## config.mk

```make
export PLATFORM = sky130hd
export DESIGN_NAME = nrx_snd_writer
export DESIGN_NICKNAME = d
export VERILOG_FILES = /design/src/rtl/nrx_snd_writer.sv
export SDC_FILE = /design/constraint.sdc
export NUM_CORES = 1
export LEC_CHECK = 0
export ABC_AREA = 1
export BUFFER_PORTS_ARGS = -buffer_cell sky130_fd_sc_hd__buf_2
export CORE_MARGIN = 1.5
export CORE_UTILIZATION = 40
export DETAILED_ROUTE_END_ITERATION = 10
export PLACE_DENSITY = 0.66
export SLEW_MARGIN = 20
export SYNTH_ARGS = -nofsm -noshare
export SYNTH_HDL_FRONTEND = slang
export SYNTH_SLANG_ARGS = --single-unit
```

## constraint.sdc

```tcl
create_clock -name clk -period 3.3 [get_ports clk]
set_clock_uncertainty 0.2 [all_clocks]
set_input_delay 0.165 -clock clk [delete_from_list [all_inputs] [get_ports clk]]
set_output_delay 0.165 -clock clk [all_outputs]
set_load 0.02 [all_outputs]
```

## src/rtl/nrx_snd_writer.sv

```systemverilog
// nrx_snd_writer
// ---------------------------------------------------------------------------
// Sound-register write master for the New Rally-X sound block. A whole-voice
// update request (voice, 20-bit frequency, volume, waveform, mute) is taken
// over a valid/ready handshake and replayed as a series of nibble writes
// (ad/di with a one-cycle wr strobe) that the sound block latches on clk.
//
// Handshake: a request transfers on a rising clk edge where req_valid and
// req_ready are both high; the req_* fields are sampled on that edge only and
// may change freely afterwards. req_valid may rise or fall at any time, and
// nothing happens on an edge where req_valid is low.
//
// Parameter
//   GAP        idle clk cycles between consecutive nibble writes (0..15)
// Ports
//   clk        clock, all logic on posedge
//   reset      synchronous, active-high reset
//   req_valid  update request present
//   req_ready  request can be accepted this cycle
//   req_voice  voice 0..2 (3 is invalid: accepted, flagged on err, no writes)
//   req_freq   frequency; voices 1/2 use bits [19:4] only
//   req_vol    volume
//   req_wave   waveform number
//   req_mute   issue a single volume=0 write only
//   ad / di    register address / data nibble to the sound block
//   wr         write strobe, one clk per nibble
//   busy       a write sequence is in progress (including gap cycles)
//   err        one-cycle pulse after an invalid voice is accepted
//   dbg_state  current FSM state (0 idle, 1 write, 2 gap)
// ---------------------------------------------------------------------------
module nrx_snd_writer #(
  parameter int GAP = 0
) (
  input  logic        clk,
  input  logic        reset,
  input  logic        req_valid,
  output logic        req_ready,
  input  logic [1:0]  req_voice,
  input  logic [19:0] req_freq,
  input  logic [3:0]  req_vol,
  input  logic [2:0]  req_wave,
  input  logic        req_mute,
  output logic [4:0]  ad,
  output logic [3:0]  di,
  output logic        wr,
  output logic        busy,
  output logic        err,
  output logic [1:0]  dbg_state
);

  typedef enum logic [1:0] {
    S_IDLE  = 2'd0,
    S_WRITE = 2'd1,
    S_GAP   = 2'd2
  } state_t;

  localparam logic [3:0] GAP_M1 = (GAP > 0) ? 4'(GAP - 1) : 4'd0;

  // Index of the final (volume) write of a sequence.
  function automatic logic [2:0] last_step(input logic [1:0] v, input logic m);
    if (m)              last_step = 3'd0;
    else if (v == 2'd0) last_step = 3'd6;
    else                last_step = 3'd5;
  endfunction

  // Step 0 is the waveform write, the last step is volume, the steps between
  // walk the frequency nibbles low to high.
  function automatic logic [4:0] wr_addr(input logic [1:0] v, input logic m,
                                         input logic [2:0] s, input logic [2:0] last);
    wr_addr = 5'h00;
    if (m || s == last) begin
      case (v)
        2'd0:    wr_addr = 5'h15;
        2'd1:    wr_addr = 5'h1A;
        2'd2:    wr_addr = 5'h1F;
        default: wr_addr = 5'h00;
      endcase
    end else if (s == 3'd0) begin
      case (v)
        2'd0:    wr_addr = 5'h05;
        2'd1:    wr_addr = 5'h0A;
        2'd2:    wr_addr = 5'h0F;
        default: wr_addr = 5'h00;
      endcase
    end else begin
      case (v)
        2'd0:    wr_addr = 5'h10 + 5'(s) - 5'd1;
        2'd1:    wr_addr = 5'h16 + 5'(s) - 5'd1;
        2'd2:    wr_addr = 5'h1B + 5'(s) - 5'd1;
        default: wr_addr = 5'h00;
      endcase
    end
  endfunction

  function automatic logic [3:0] wr_data(input logic [1:0] v, input logic m,
                                         input logic [2:0] s, input logic [2:0] last,
                                         input logic [19:0] f, input logic [3:0] vol,
                                         input logic [2:0] wave);
    logic [2:0] nib;
    // Voice 0 starts at freq[3:0]; voices 1/2 have no low nibble register.
    nib = (v == 2'd0) ? (s - 3'd1) : s;
    if (m)              wr_data = 4'h0;
    else if (s == last) wr_data = vol;
    else if (s == 3'd0) wr_data = {1'b0, wave};
    else                wr_data = f[{nib, 2'b00} +: 4];
  endfunction

  state_t      state_q, state_d;
  logic [2:0]  step_q, step_d;
  logic [3:0]  gcnt_q, gcnt_d;
  logic [1:0]  voice_q;
  logic [19:0] freq_q;
  logic [3:0]  vol_q;
  logic [2:0]  wave_q;
  logic        mute_q;
  logic [2:0]  last_q;

  logic        accept;
  logic        load;
  logic        err_d;
  logic [1:0]  src_voice;
  logic [19:0] src_freq;
  logic [3:0]  src_vol;
  logic [2:0]  src_wave;
  logic        src_mute;
  logic [2:0]  src_last;

  assign accept    = req_valid & req_ready;
  assign dbg_state = state_q;

  always_comb begin
    state_d = state_q;
    step_d  = step_q;
    gcnt_d  = gcnt_q;
    load    = 1'b0;
    err_d   = 1'b0;
    case (state_q)
      S_IDLE: ;
      S_WRITE: begin
        if (step_q == last_q) begin
          state_d = S_IDLE;
        end else if (GAP == 0) begin
          step_d = step_q + 3'd1;
        end else begin
          state_d = S_GAP;
          gcnt_d  = GAP_M1;
        end
      end
      S_GAP: begin
        if (gcnt_q == 4'd0) begin
          state_d = S_WRITE;
          step_d  = step_q + 3'd1;
        end else begin
          gcnt_d = gcnt_q - 4'd1;
        end
      end
      default: state_d = S_IDLE;
    endcase
    // req_ready is only high in IDLE or on the last write, where the case
    // above has already chosen IDLE; an accept overrides that choice.
    if (accept) begin
      if (req_voice == 2'd3) begin
        err_d = 1'b1;
      end else begin
        load    = 1'b1;
        state_d = S_WRITE;
        step_d  = 3'd0;
      end
    end
  end

  // The write being set up comes from the live inputs on an accept edge and
  // from the latched copy otherwise.
  always_comb begin
    src_voice = load ? req_voice : voice_q;
    src_freq  = load ? req_freq  : freq_q;
    src_vol   = load ? req_vol   : vol_q;
    src_wave  = load ? req_wave  : wave_q;
    src_mute  = load ? req_mute  : mute_q;
    src_last  = last_step(src_voice, src_mute);
  end

  always_ff @(posedge clk) begin
    if (reset) begin
      state_q   <= S_IDLE;
      step_q    <= 3'd0;
      gcnt_q    <= 4'd0;
      voice_q   <= 2'd0;
      freq_q    <= 20'd0;
      vol_q     <= 4'd0;
      wave_q    <= 3'd0;
      mute_q    <= 1'b0;
      last_q    <= 3'd0;
      ad        <= 5'd0;
      di        <= 4'd0;
      wr        <= 1'b0;
      busy      <= 1'b0;
      err       <= 1'b0;
      req_ready <= 1'b0;
    end else begin
      state_q <= state_d;
      step_q  <= step_d;
      gcnt_q  <= gcnt_d;
      if (load) begin
        voice_q <= req_voice;
        freq_q  <= req_freq;
        vol_q   <= req_vol;
        wave_q  <= req_wave;
        mute_q  <= req_mute;
        last_q  <= src_last;
      end
      wr <= (state_d == S_WRITE);
      if (state_d == S_WRITE) begin
        ad <= wr_addr(src_voice, src_mute, step_d, src_last);
        di <= wr_data(src_voice, src_mute, step_d, src_last, src_freq, src_vol, src_wave);
      end
      busy      <= (state_d != S_IDLE);
      err       <= err_d;
      req_ready <= (state_d == S_IDLE) || (state_d == S_WRITE && step_d == src_last);
    end
  end

endmodule
```

==> impl_summary.md, run 1 <==
Floorplanning
The core region area is 7690 µm². The total die area is 8440 µm². For this configuration, the core starts out at a cell density of 0.411. The I/O pin total is 48.

The die is 91.9 µm tall. The floorplan has 32 rows. The die is 91.9 µm wide.

Global routing
The first global-routing pass estimated 12,900 µm of wire. The maximum number of pins on one net before global-route repair is 28. Across every metal layer, demand over resource in global routing totals 0.188.

The final global-route overflow total is 0. The initial antenna violation count was 0. The number of global-route vias before repair was 3,038.

Yosys
The proportion of synthesized flip-flops having asynchronous set or reset is 0. The count of flip-flops with a built-in enable after synthesis is 0. The primary flip-flop cell chosen by synthesis mapping is sky130_fd_sc_hd__dfxtp_1. The distinct cell type count after synthesis is 37. The mean instance size in the synthesized netlist is 7.13 µm².

The post-synth net total is 493. Of the synthesized area, sequential elements account for 0.348. Counting flops and latches in the post-synthesis netlist gives 55. The number of warnings printed during yosys synthesis is 0. Counting every instance in the synthesized netlist gives 443. The synthesized area is 3160 µm².

Run status
The flow ran to the end, and the final reports show no timing, DRC or antenna violations.

Layout
In the final layout, the share of cells above drive strength 1 is 0.205. Fill cells in the final layout number 757. The most common cell after layout, fill and taps aside is sky130_fd_sc_hd__nand2_1. From synthesis to final layout, the design area changed by 24.1%. Summing all multi-input logic gate instances after layout gives 1780 µm².

The library cells used most frequently in the layout, excluding fill and tap cells, are sky130_fd_sc_hd__nand2_1 (93), sky130_fd_sc_hd__nor2_1 (62), sky130_fd_sc_hd__dfxtp_1 (55). The number of diodes is 0. At the end of the flow the core is filled with cells to 0.510. The post-layout net count is 570. The area occupied by registers is 1100 µm².

Drt
In the detailed route, the total length drawn on met3 is 270 µm. In this run, the number of DRC markers left after iteration 0 of detailed routing was 171. After detailed routing, no signal wire sits above met4.

The number of optimization iterations in the first detailed-route pass is 4. The met2 wire length is 3730 µm. In the final routing, the length of wire on met1 measures 3320 µm.

The via density per instance is 4.82. The antenna violation net count after detailed routing is 0. The detailed-route via count is 3,001. The total length of routed wires is 7380 µm.

In the routed design, unresolved DRC markers number 0. Dividing the detail-routed wire length by the instance count gives 11.8 µm.

Clock network
The tree is rooted in a sky130_fd_sc_hd__clkbuf_8. Clock-pin slew was measured on the worst setup and hold paths at 0.10 ns. The insertion delay of the later-clocked pin in the worst-skew pair is 0.32 ns.

The number of CTS-inserted buffers is 5. The number of sinks handled by clock tree synthesis is 55. The level count of the clock H-tree is 2.

In this run the deepest clock path goes through 2 buffers. TritonCTS built the clock tree.

STA
Setup violations remaining at the end of the flow were counted as 0. Setup repair after global routing could not meet its margin everywhere. The transition time at the pin with the least slew margin is 0.489 ns.

The maximum frequency from static timing analysis is 0.331 GHz. The final critical-path share of the clock period is 0.917. The final number of max-transition violations is 0. The final hold violation count came to 0. The time the worst path needs with I/O delays and setup is 3.03 ns. Setup slack closes at 0.275 ns. The max-slew headroom at the worst pin is 0.674. The worst hold slack after final layout is 0.0898 ns.

Worst setup path
The classification of the worst setup path is reg -> reg. The length in cells of the worst reg-to-reg path is 19. The required time of the critical path is 3.34 ns.

The worst endpoint data arrival time is 3.07 ns. The startpoint of the worst-slack reg-to-reg timing path is gcnt_q[0]$_SDFFE_PP0P_. STA classifies the critical path endpoint as a flip-flop. The worst register-to-register path has a setup slack of 0.27 ns. Along the worst path, the maximum fanout reaches 10. The worst setup path is launched from a flip-flop. The endpoint identified for the worst register-to-register timing path is di[0]$_SDFFE_PP0P_.

Place
The number of input and output port buffers inserted is 47. The routability congestion estimate from global placement is 0.862. The worst setup slack before clock tree synthesis is 0.268 ns. The half-perimeter wire length after detailed placement is 5340 µm.

Power
Power spread over the standard cell area amounts to 429 nW/µm². The peak supply drop is 219 µV. The leakage power summed over all cells is 2.00 nW.

Hold path
For hold timing, the worst endpoint is vol_q[2]$_SDFF_PP0_. The worst hold path passes through 2 cells. The path class of the lowest-slack min-delay path is in -> reg. The worst hold path begins at reset.

Run
The max-capacitance violation count is 0.
[report_power, final]
part	leakage, nW	internal (W)	switching (W)
Combinational	1.50	0.000215	0.000331
Clock	0.0484	0.000173	0.000228
Sequential	0.449	0.000714	0.0000196
Total	2.00	0.00110	0.000579
[worst max-delay path: stages, from the launching register on]
cell	delay, ns
sky130_fd_sc_hd__dfxtp_1	0.36
sky130_fd_sc_hd__inv_1	0.07
sky130_fd_sc_hd__ha_1	0.23
sky130_fd_sc_hd__nand2_1	0.12
sky130_fd_sc_hd__nor2_4	0.06
sky130_fd_sc_hd__nor2_4	0.17
sky130_fd_sc_hd__nor2_2	0.05
sky130_fd_sc_hd__nand2_1	0.08
sky130_fd_sc_hd__nand2_1	0.06
sky130_fd_sc_hd__nand2_2	0.11
sky130_fd_sc_hd__nand2_2	0.12
sky130_fd_sc_hd__ha_1	0.36
sky130_fd_sc_hd__or2_2	0.40
sky130_fd_sc_hd__nand2_1	0.16
sky130_fd_sc_hd__nand2_1	0.07
sky130_fd_sc_hd__nand3_1	0.07
sky130_fd_sc_hd__nand2_1	0.06
sky130_fd_sc_hd__nand2_1	0.06
sky130_fd_sc_hd__nand2_1	0.04
sky130_fd_sc_hd__a21oi_1	0.12
[final cells by class]
type | instances | area share
Clock buffer | 7 | 0.0220
Multi-Input combinational cell | 315 | 0.454
Tap cell | 102 | 0.0325
Clock inverter | 1 | 0.00223
Timing Repair Buffer | 84 | 0.151
Inverter | 59 | 0.0581
Sequential cell | 55 | 0.281
[logic make-up after synthesis]
logic type,count (synthesis),synth area share
AOI/OAI and AO/OA,56,0.0998
xor gates and xnor gates,2,0.00792
adders and majority gates,17,0.0673
buffers and inverters,73,0.0926
DFF,55,0.348
muxes,16,0.0507
and+or+nand+nor,224,0.333
[layer usage]
metal	vias up	track usage
met5	-	0
met1	1393	0.221
met2	55	0.349
li1	1549	-
met4	0	0.0551
met3	4	0.0257
[registers in the layout, summed over array words and instances, names as in the netlist]
signal	count
ad	5
busy	1
dbg_state	2
di	4
err	1
freq_q	20
gcnt_q	4
last_q	3
mute_q	1
req_ready	1
step_q	3
voice_q	2
vol_q	4
wave_q	3
wr	1
[how the worst max path moves through the flow]
stage / startpoint / to / slack [ns]
after floorplan: dbg_state[0]$_SDFF_PP0_ / di[3]$_SDFFE_PP0P_ / 0.30
after global placement: dbg_state[0]$_SDFF_PP0_ / di[1]$_SDFFE_PP0P_ / 0.35
after detailed placement: gcnt_q[0]$_SDFFE_PP0P_ / di[0]$_SDFFE_PP0P_ / 0.27
after CTS: gcnt_q[0]$_SDFFE_PP0P_ / di[0]$_SDFFE_PP0P_ / 0.24
after global routing: gcnt_q[0]$_SDFFE_PP0P_ / di[3]$_SDFFE_PP0P_ / -0.006
final: gcnt_q[0]$_SDFFE_PP0P_ / di[0]$_SDFFE_PP0P_ / 0.27
[cells in the mapped netlist, types with 2 or more instances]
cell	instances	area (µm²)
sky130_fd_sc_hd__nand4_1	2	12.5
sky130_fd_sc_hd__buf_1	2	7.51
sky130_fd_sc_hd__ha_1	17	213
sky130_fd_sc_hd__nand2_4	2	22.5
sky130_fd_sc_hd__nand3b_1	5	37.5
sky130_fd_sc_hd__nand3_1	26	130
sky130_fd_sc_hd__nand3_2	3	30.0
sky130_fd_sc_hd__inv_1	54	203
sky130_fd_sc_hd__nor2_4	4	45.0
sky130_fd_sc_hd__a31oi_1	2	12.5
sky130_fd_sc_hd__o21ai_2	2	17.5
sky130_fd_sc_hd__inv_2	4	15.0
sky130_fd_sc_hd__dfxtp_1	55	1100
sky130_fd_sc_hd__nor2_2	3	18.8
sky130_fd_sc_hd__o21ai_1	2	10.0
sky130_fd_sc_hd__nand2_2	13	81.3
sky130_fd_sc_hd__or2_2	8	50.1
sky130_fd_sc_hd__a21oi_1	22	110
sky130_fd_sc_hd__buf_4	4	30.0
sky130_fd_sc_hd__nand2_1	93	349
sky130_fd_sc_hd__o21ai_0	22	110
sky130_fd_sc_hd__clkbuf_1	7	26.3
sky130_fd_sc_hd__nor2_1	62	233
sky130_fd_sc_hd__mux2i_1	16	160
[metrics by stage]
stage / cells / cell area [µm²] / power [W] / TNS [ns]
floorplan: 443 / 3160 / 0.00114 / 0
global placement: 582 / 3480 / 0.00125 / 0
detailed placement: 582 / 3480 / 0.00125 / 0
CTS: 621 / 3890 / 0.00168 / 0
global route: 623 / 3920 / 0.00179 / -0.00621
finish: 623 / 3920 / 0.00168 / 0
[what timing repair did]
action,4_1_cts,5_1_grt
endpoints found under the setup margin,0,4
resized for setup,0,3
buffers inserted,0,2
hold buffers,31,0
hold endpoints to repair,29,0
(Power assumes the default switching activity.)
==> inputs of run 2 (changes only) <==
Settings changed: ABC_AREA 1 to not set.
==> run 2 against run 1 <==
  * Clock power shrank 3%
  * Sequential share of layout area increased by 0.50 points
  * Wire length shrank 4.6%
  * Critical path type unchanged
  * Largest cell class unchanged
==> impl_summary.md, run 2 <==
Place
The worst setup slack before clock tree synthesis is -0.0509 ns (was 0.268 ns). The number of input and output port buffers inserted came to 47 (unchanged). The routability congestion estimate from global placement is 0.854 (was 0.862).

The area of placed instances is 3340 µm² (was 3480 µm²). The half-perimeter wire length after detailed placement is 4980 µm (was 5340 µm).

Floorplanning
The width of the die is 87.3 µm (was 91.9 µm). The floorplan die height is 87.3 µm (was 91.9 µm). The core region area is 6830 µm² (was 7690 µm²). The count of standard-cell rows is 30 (was 32). The initial cell density of the core is 0.416 (was 0.411). The total die area is 7620 µm² (was 8440 µm²). The I/O pin total is 48 (unchanged).

Yosys
The most used standard cell by instance count after synthesis is sky130_fd_sc_hd__dfxtp_1 (was sky130_fd_sc_hd__nand2_1). Post-synth top cells: sky130_fd_sc_hd__dfxtp_1 (55), sky130_fd_sc_hd__nor2_1 (50), sky130_fd_sc_hd__nand2_1 (34), sky130_fd_sc_hd__mux2i_1 (32), sky130_fd_sc_hd__ha_1 (17) (was sky130_fd_sc_hd__nand2_1 (93), sky130_fd_sc_hd__nor2_1 (62), sky130_fd_sc_hd__dfxtp_1 (55), sky130_fd_sc_hd__inv_1 (54), sky130_fd_sc_hd__nand3_1 (26)). The proportion of synthesized flip-flops having asynchronous set or reset is 0 (unchanged). The post-synthesis register bit count is 55 (unchanged).

The sequential cell area fraction in the yosys report is 0.387 (was 0.348). The library cell with the largest summed area after synthesis was sky130_fd_sc_hd__dfxtp_1 (unchanged). The number of warnings printed during yosys synthesis is 0 (unchanged). The mean instance size in the synthesized netlist was 9.11 µm² (was 7.13 µm²).

The count of flip-flops with a built-in enable after synthesis is 0 (unchanged). The primary flip-flop cell chosen by synthesis mapping is sky130_fd_sc_hd__dfxtp_1 (unchanged). The post-synth net total came to 362 (was 493). Leading post-synthesis cells by cell area: sky130_fd_sc_hd__dfxtp_1 (39%), sky130_fd_sc_hd__mux2i_1 (11%), sky130_fd_sc_hd__ha_1 (7.5%), sky130_fd_sc_hd__nor2_1 (6.6%), sky130_fd_sc_hd__nand2_1 (4.5%) (was sky130_fd_sc_hd__dfxtp_1 (35%), sky130_fd_sc_hd__nand2_1 (11%), sky130_fd_sc_hd__nor2_1 (7.4%), sky130_fd_sc_hd__ha_1 (6.7%), sky130_fd_sc_hd__inv_1 (6.4%)). The distinct cell type count after synthesis was 60 (was 37).

The fraction of post-synthesis cell area in the top cell type by area came to 0.387 (was 0.348). The number of instances in the synthesized netlist was 312 (was 443). The synthesized area was 2840 µm² (was 3160 µm²).

Layout
The final standard cell area without fillers is 3870 µm² (was 3920 µm²). The area growth from synthesis to layout came to 36.4% (was 24.1%). The flip-flop count of the largest register, all copies and words added was 20 (unchanged). The share of the core filled with cells is 0.567 (was 0.510). The register containing the most flip-flops in the final layout is freq_q (unchanged). Leading registers by flop count: freq_q: 20 flops, ad: 5 flops (unchanged). The post-layout net count is 458 (was 570). The number of diodes is 0 (unchanged).

The most common cell after layout, fill and taps aside is sky130_fd_sc_hd__dfxtp_1 (was sky130_fd_sc_hd__nand2_1). Leading cell types in the layout, fill and taps excluded: sky130_fd_sc_hd__dfxtp_1 (52), sky130_fd_sc_hd__nor2_1 (49), sky130_fd_sc_hd__buf_2 (47) (was sky130_fd_sc_hd__nand2_1 (93), sky130_fd_sc_hd__nor2_1 (62), sky130_fd_sc_hd__dfxtp_1 (55)). The fraction of layout instances using a drive strength above 1 is 0.313 (was 0.205).

Hold path
The path class of the lowest-slack min-delay path was in -> reg (unchanged).

STA
The final hold violation count is 0 (unchanged). The transition time at the pin with the least slew margin came to 0.710 ns (was 0.489 ns). The final worst-path setup slack is 0.0855 ns (was 0.275 ns). The maximum frequency from static timing analysis is 0.311 GHz (was 0.331 GHz). The number of failing setup endpoints in the final timing report is 0 (unchanged).

Setup repair after global routing missed its margin: yes (unchanged). The max-slew headroom at the worst pin is 0.526 (was 0.674). The final setup TNS is 0 ns (unchanged).

The time the worst path needs with I/O delays and setup came to 3.21 ns (was 3.03 ns). The final critical-path share of the clock period is 0.974 (was 0.917). The final number of max-transition violations was 0 (unchanged).

Worst setup path
The classification of the worst setup path is reg -> reg (unchanged). The cell repeated most along the worst path is sky130_fd_sc_hd__ha_1 (was sky130_fd_sc_hd__nand2_1). The largest fanout of any net on the critical path is 4 (was 10).

The cell type group with the largest total delay on the critical path is simple AND/OR/NAND/NOR gates (unchanged). The cell with the largest stage delay on the worst path is sky130_fd_sc_hd__or4b_4 (was sky130_fd_sc_hd__or2_2). The required time of the critical path is 3.32 ns (was 3.34 ns). The type of origin of the critical path is a flip-flop (unchanged).

The kind of end point of the critical path is a flip-flop (unchanged). Sequence of cells on the critical path: xor2_1, or4b_4, nand2_2, a22oi_2, or2_4, ha_1, ha_1, nor2b_2, a31o_4, o311ai_4, a2bb2oi_2, o311ai_2, a32o_1 (was inv_1, ha_1, nand2_1, nor2_4, nor2_4, nor2_2, nand2_1, nand2_1, nand2_2, nand2_2, ha_1, or2_2, nand2_1, nand2_1, nand3_1, nand2_1, nand2_1, nand2_1, a21oi_1). The total buffers and inverters traversed by the critical path came to 0 (was 1). The stage delay of the slowest cell on the critical path is 0.56 ns (was 0.40 ns). The worst endpoint data arrival time is 3.23 ns (was 3.07 ns).

Power
The share of power burned in combinational logic is 0.244 (was 0.325). The sequential power share is 0.488 (was 0.437). The internal power is 0.00101 W (was 0.00110 W).

The leakage power summed over all cells was 1.65 nW (was 2.00 nW). The share of power burned in the clock network is 0.268 (was 0.238). The total power per unit cell area came to 374 nW/µm² (was 429 nW/µm²). The peak supply drop came to 227 µV (was 219 µV). The power dissipated by switching net loads is 0.000437 W (was 0.000579 W). The switching share of total power is 0.302 (was 0.344).

Run status
Outcome: finished, final reports clean (unchanged).

Drt
The via density per instance is 5.10 (was 4.82). The violation count after the first detailed-route iteration was 116 (was 171). The DRC violation count after routing is 0 (unchanged).

The detailed-route via count is 2,574 (was 3,001). The number of optimization iterations in the first detailed-route pass is 4 (unchanged). The antenna violation net count after detailed routing was 0 (unchanged). The total length of routed wires is 7040 µm (was 7380 µm).

The routed length per placed instance is 13.9 µm (was 11.8 µm).

Clock network
The clock-pin slew of the registers on the worst-case setup and hold paths is 0.10 ns (about the same). The largest buffer count on any clock path is 2 (unchanged). The clock tree root driver cell is sky130_fd_sc_hd__clkbuf_8 (unchanged). The insertion delay of the later-clocked pin in the worst-skew pair was 0.32 ns (about the same). The TritonCTS clock tree is built (unchanged). The number of sinks handled by clock tree synthesis is 55 (unchanged). The number of CTS-inserted buffers is 5 (unchanged). The level count of the clock H-tree is 2 (unchanged).

Global routing
The first-pass GRT wire length was 11,600 µm (was 12,900 µm). The overall routing resource usage is 0.194 (was 0.188). The maximum number of pins on one net before global-route repair is 47 (was 28).

The number of global-route vias before repair is 2,562 (was 3,038). The final global-route overflow total is 0 (unchanged). The initial antenna violation count is 0 (unchanged).

Run
The max-capacitance violation count came to 0 (unchanged).
[run 2: changes by cell type after synthesis, moves of 6 or more]
cell	before	now
sky130_fd_sc_hd__nand2_1	93	34
sky130_fd_sc_hd__inv_1	54	10
sky130_fd_sc_hd__nand3_1	26	3
sky130_fd_sc_hd__o21ai_0	22	2
sky130_fd_sc_hd__mux2i_1	16	32
sky130_fd_sc_hd__nand2_2	13	0
sky130_fd_sc_hd__nor2_1	62	50
sky130_fd_sc_hd__a21oi_1	22	14
sky130_fd_sc_hd__or2_2	8	1
sky130_fd_sc_hd__xor2_1	0	6
[run 2: power groups by stage]
stage          combinational, W  clock (W)  sequential, W
2_1_floorplan          0.000184          0       0.000738
3_3_place_gp           0.000294          0       0.000722
3_5_place_dp           0.000296          0       0.000723
4_1_cts                0.000328   0.000397       0.000708
5_1_grt                0.000388   0.000427       0.000711
6_report               0.000354   0.000389       0.000707
[run 2: layout make-up]
class / instances / area, µm²
tap: 96 / 120
sequential: 55 / 1110
timing repair buffer: 103 / 734
clock inverter: 3 / 25.0
fill: 633 / 2960
inverter: 11 / 41.3
clock buffer: 5 / 68.8
multi-input combinational: 232 / 1780
[run 2: layer usage]
layer	wire length, µm	GRT usage
met2	3580	0.354
met5	0	0
met1	3140	0.231
met3	221	0.0360
met4	106	0.0563
[run 2: tightest hold or removal path: stages]
cell	delay, ns
sky130_fd_sc_hd__buf_2	0.09
sky130_fd_sc_hd__and2b_1	0.18
sky130_fd_sc_hd__a21boi_0	0.11
[run 2: worst paths after layout]
kind	startpoint	to	slack [ns]	depth (start not counted)
worst min register to register	wave_q[2]$_SDFF_PP0_	wave_q[2]$_SDFF_PP0_	0.27	2
worst max-delay path	step_q[1]$_SDFF_PP0_	di[2]$_SDFFE_PP0P_	0.09	13
worst min-delay path	reset	req_ready$_SDFF_PP0_	0.07	3
worst max register to register	step_q[1]$_SDFF_PP0_	di[2]$_SDFFE_PP0P_	0.09	13
[run 2: what timing repair did]
item,4_1_cts,5_1_grt
pin swaps,0,4
hold endpoints to repair,30,0
resized for setup,5,28
hold buffers,30,0
endpoints found under the setup margin,3,8
setup buffers,0,1
[run 2: cells by family (layout without fill, tap and decap cells)]
| kind of cell | Yosys count | count (layout) | synth area share |
|---|---|---|---|
| AOI/OAI and AO/OA | 58 | 58 | 0.158 |
| DFF | 55 | 55 | 0.387 |
| xor gates and xnor gates | 7 | 7 | 0.0216 |
| and+or+nand+nor | 114 | 114 | 0.189 |
| buffers and inverters | 25 | 122 | 0.0392 |
| muxes | 36 | 36 | 0.130 |
| adders and majority gates | 17 | 17 | 0.0749 |
[run 2: per-stage QoR]
stage	instances	hold WS, ns	power, W
after CTS	504	0.0701	0.00143
after floorplan	312	0.0606	0.000922
after global routing	505	0.0891	0.00153
after global placement	466	0.225	0.00102
after detailed placement	466	0.235	0.00102
final	505	0.0698	0.00145
==> inputs of run 3 (changes only) <==
Settings changed: CELL_PAD_IN_SITES_DETAIL_PLACEMENT set to 0, CELL_PAD_IN_SITES_GLOBAL_PLACEMENT set to 1, CORE_ASPECT_RATIO set to 0.75, PLACE_DENSITY 0.66 to 0.81.
==> run 3 against run 2 <==
  * Final cell count is 3.0% lower
  * Clock-buffer cell count is 1 higher
  * Total power is 0.53% higher
  * Die area hardly changed
  * First-iteration DRC count is 21% lower
  * Largest cell class unchanged
  * Combinational power is 4% lower
  * Hold slack worse by 0.0056 ns
  * Design area is 1.9% lower
==> impl_summary.md, run 3 (synthesis results as in run 2) <==
Worst setup path
The classification of the worst setup path is reg -> reg (unchanged). The type of origin of the critical path is a flip-flop (unchanged). The register-to-register setup slack is 0.11 ns (was 0.09 ns). The startpoint of the worst-slack reg-to-reg timing path is gcnt_q[1]$_SDFFE_PP0P_ (was step_q[1]$_SDFF_PP0_). Sequence of cells on the critical path: inv_1, ha_4, or3b_4, a21boi_2, nand2_2, mux2_4, buf_4, or4_4, a41o_1, buf_4, a21o_1, o221ai_1 (was xor2_1, or4b_4, nand2_2, a22oi_2, or2_4, ha_1, ha_1, nor2b_2, a31o_4, o311ai_4, a2bb2oi_2, o311ai_2, a32o_1). The stage delay of the slowest cell on the critical path came to 0.54 ns (was 0.56 ns). The cell with the largest stage delay on the worst path is sky130_fd_sc_hd__or4_4 (was sky130_fd_sc_hd__or4b_4). The worst endpoint data arrival time came to 3.22 ns (was 3.23 ns). The cell repeated most along the worst path is sky130_fd_sc_hd__buf_4 (was sky130_fd_sc_hd__ha_1). The kind of end point of the critical path is a flip-flop (unchanged). The start point of the critical path was gcnt_q[1]$_SDFFE_PP0P_ (was step_q[1]$_SDFF_PP0_). The largest fanout of any net on the critical path was 5 (was 4). The required time of the critical path was 3.33 ns (was 3.32 ns).

Power
The sequential power share is 0.486 (was 0.488). The share of power burned in the clock network is 0.281 (was 0.268). The power dissipated by switching net loads came to 0.000425 W (was 0.000437 W). The internal power is 0.00103 W (was 0.00101 W). The leakage power summed over all cells was 1.65 nW (about the same). The total power per unit cell area is 384 nW/µm² (was 374 nW/µm²). The switching share of total power is 0.292 (was 0.302).

The share of power burned in combinational logic is 0.234 (was 0.244). The peak supply drop was 182 µV (was 227 µV).

Place
The number of input and output port buffers inserted is 47 (unchanged). The area of placed instances is 3290 µm² (was 3340 µm²). The half-perimeter wire length after detailed placement is 5050 µm (was 4980 µm). The routability congestion estimate from global placement is 0.833 (was 0.854). The total instance count after detailed placement is 449 (was 466).

Clock network
The largest buffer count on any clock path is 2 (unchanged). The number of sinks handled by clock tree synthesis is 55 (unchanged). The number of CTS-inserted buffers is 5 (unchanged). The clock tree root driver cell is sky130_fd_sc_hd__clkbuf_8 (unchanged).

The clock-pin slew of the registers on the worst-case setup and hold paths is 0.10 ns (about the same). The level count of the clock H-tree is 2 (unchanged). The TritonCTS clock tree is built (unchanged). The insertion delay of the later-clocked pin in the worst-skew pair is 0.32 ns (about the same).

STA
The maximum frequency from static timing analysis is 0.314 GHz (was 0.311 GHz). The number of failing setup endpoints in the final timing report is 0 (unchanged). The final setup TNS was 0 ns (unchanged). The final hold violation count was 0 (unchanged).

The max-slew headroom at the worst pin is 0.515 (was 0.526). The worst hold slack after final layout is 0.0642 ns (was 0.0698 ns). The final critical-path share of the clock period is 0.966 (was 0.974). The time the worst path needs with I/O delays and setup is 3.19 ns (was 3.21 ns). The final number of max-transition violations is 0 (unchanged). The transition time at the pin with the least slew margin is 0.727 ns (was 0.710 ns).

Run
The max-capacitance violation count is 0 (unchanged).

Layout
The register containing the most flip-flops in the final layout is freq_q (unchanged). The flip-flop count of the largest register, all copies and words added came to 20 (unchanged). The number of diodes is 0 (unchanged). The post-layout net count is 455 (was 458). The final standard cell area without fillers is 3800 µm² (was 3870 µm²). The area occupied by registers is 1100 µm² (was 1110 µm²). The number of filler instances in the final layout is 641 (was 633).

The area growth from synthesis to layout was 33.7% (was 36.4%). The count of placed standard cells in the final layout, fillers left out is 490 (was 505). Leading cell types in the layout, fill and taps excluded: sky130_fd_sc_hd__dfxtp_1 (53), sky130_fd_sc_hd__nor2_1 (50), sky130_fd_sc_hd__buf_2 (47) (was sky130_fd_sc_hd__dfxtp_1 (52), sky130_fd_sc_hd__nor2_1 (49), sky130_fd_sc_hd__buf_2 (47)).

Leading registers by flop count: freq_q: 20 flops, ad: 5 flops (unchanged). The area occupied by multi-input gates is 1740 µm² (was 1780 µm²). The fraction of layout instances using a drive strength above 1 is 0.288 (was 0.313). The most common cell after layout, fill and taps aside is sky130_fd_sc_hd__dfxtp_1 (unchanged).

Global routing
The final global-route overflow total came to 0 (unchanged). The first-pass GRT wire length is 11,300 µm (was 11,600 µm). The maximum number of pins on one net before global-route repair is 34 (was 47). The number of global-route vias before repair was 2,409 (was 2,562). The overall routing resource usage came to 0.185 (was 0.194).

The initial antenna violation count is 0 (unchanged).

Hold path
The startpoint of the tightest hold check path is req_valid (was reset). The path class of the lowest-slack min-delay path is in -> reg (unchanged).

Drt
The antenna violation net count after detailed routing is 0 (unchanged). The detailed-route via count is 2,513 (was 2,574). The via density per instance is 5.13 (was 5.10). The total length of routed wires is 6880 µm (was 7040 µm). The violation count after the first detailed-route iteration is 92 (was 116). The number of optimization iterations in the first detailed-route pass is 4 (unchanged).

The routed length per placed instance was 14.0 µm (was 13.9 µm). The DRC violation count after routing is 0 (unchanged).

Floorplanning
The core region area is 6830 µm² (unchanged). The width of the die is 100 µm (was 87.3 µm). The count of standard-cell rows was 26 (was 30). The floorplan die height came to 76.0 µm (was 87.3 µm).

The initial cell density of the core is 0.416 (unchanged). The I/O pin total was 48 (unchanged). The total die area was 7620 µm² (about the same).

Run status
Outcome: finished, final reports clean (unchanged).
[run 3: cell type report]
cell class              count  area share
clock buffers               6      0.0217
clock inverters             2     0.00461
inverters                  11      0.0109
multi-input cells         232       0.458
flip-flops and latches     55       0.290
well taps                  84      0.0277
repair buffers            100       0.186
[run 3: worst max-delay path, delay by kind of cell (launching register included)]
| kind | cells | cell delay (ns) |
|---|---|---|
| and+or+nand+nor | 3 | 1.00 |
| AOI/OAI and AO/OA | 4 | 0.75 |
| buffers and inverters | 3 | 0.42 |
| DFF | 1 | 0.34 |
| muxes | 1 | 0.26 |
| adders and majority gates | 1 | 0.15 |
[run 3: metrics by stage]
| stage | utilization | worst slack [ns] | total power, W |
|---|---|---|---|
| final | 0.556 | 0.111 | 0.00146 |
| after global routing | 0.556 | -0.0280 | 0.00153 |
| after CTS | 0.543 | 0.00303 | 0.00146 |
| after detailed placement | 0.481 | -0.0841 | 0.00101 |
| after global placement | 0.481 | 0.0557 | 0.00101 |
| after floorplan | - | -0.0372 | 0.000922 |
[run 3: final timing paths]
kind	to	depth (start not counted)
setup / recovery	ad[3]$_SDFFE_PP0P_	12
hold / removal	err$_SDFF_PP0_	3
setup reg to reg	ad[3]$_SDFFE_PP0P_	12
hold reg to reg	last_q[1]$_SDFFE_PP0P_	2
[run 3: power groups by stage]
stage          combinational [W]  sequential, W  clock [W]
3_5_place_dp            0.000291       0.000723          0
3_3_place_gp            0.000290       0.000722          0
5_1_grt                 0.000374       0.000712   0.000449
2_1_floorplan           0.000184       0.000738          0
6_report                0.000341       0.000708   0.000409
4_1_cts                 0.000324       0.000708   0.000423
[run 3: what timing repair did]
action / in CTS / in global routing
pin swaps: 0 / 6
hold buffers: 30 / 0
setup endpoints to repair: 3 / 8
hold endpoints to repair: 30 / 0
gates resized for setup: 4 / 18
gates cloned: 0 / 0
setup buffers: 1 / 2
[run 3: layer usage]
| metal | wire (µm) | vias to the layer above | share of wire | track usage |
|---|---|---|---|---|
| met5 | 0 | - | 0 | 0 |
| met4 | 46 | 0 | 0.0067 | 0.0366 |
| met3 | 236 | 5 | 0.034 | 0.0330 |
| met2 | 3090 | 53 | 0.45 | 0.290 |
| met1 | 3500 | 1165 | 0.51 | 0.268 |
| li1 | - | 1290 | - | - |
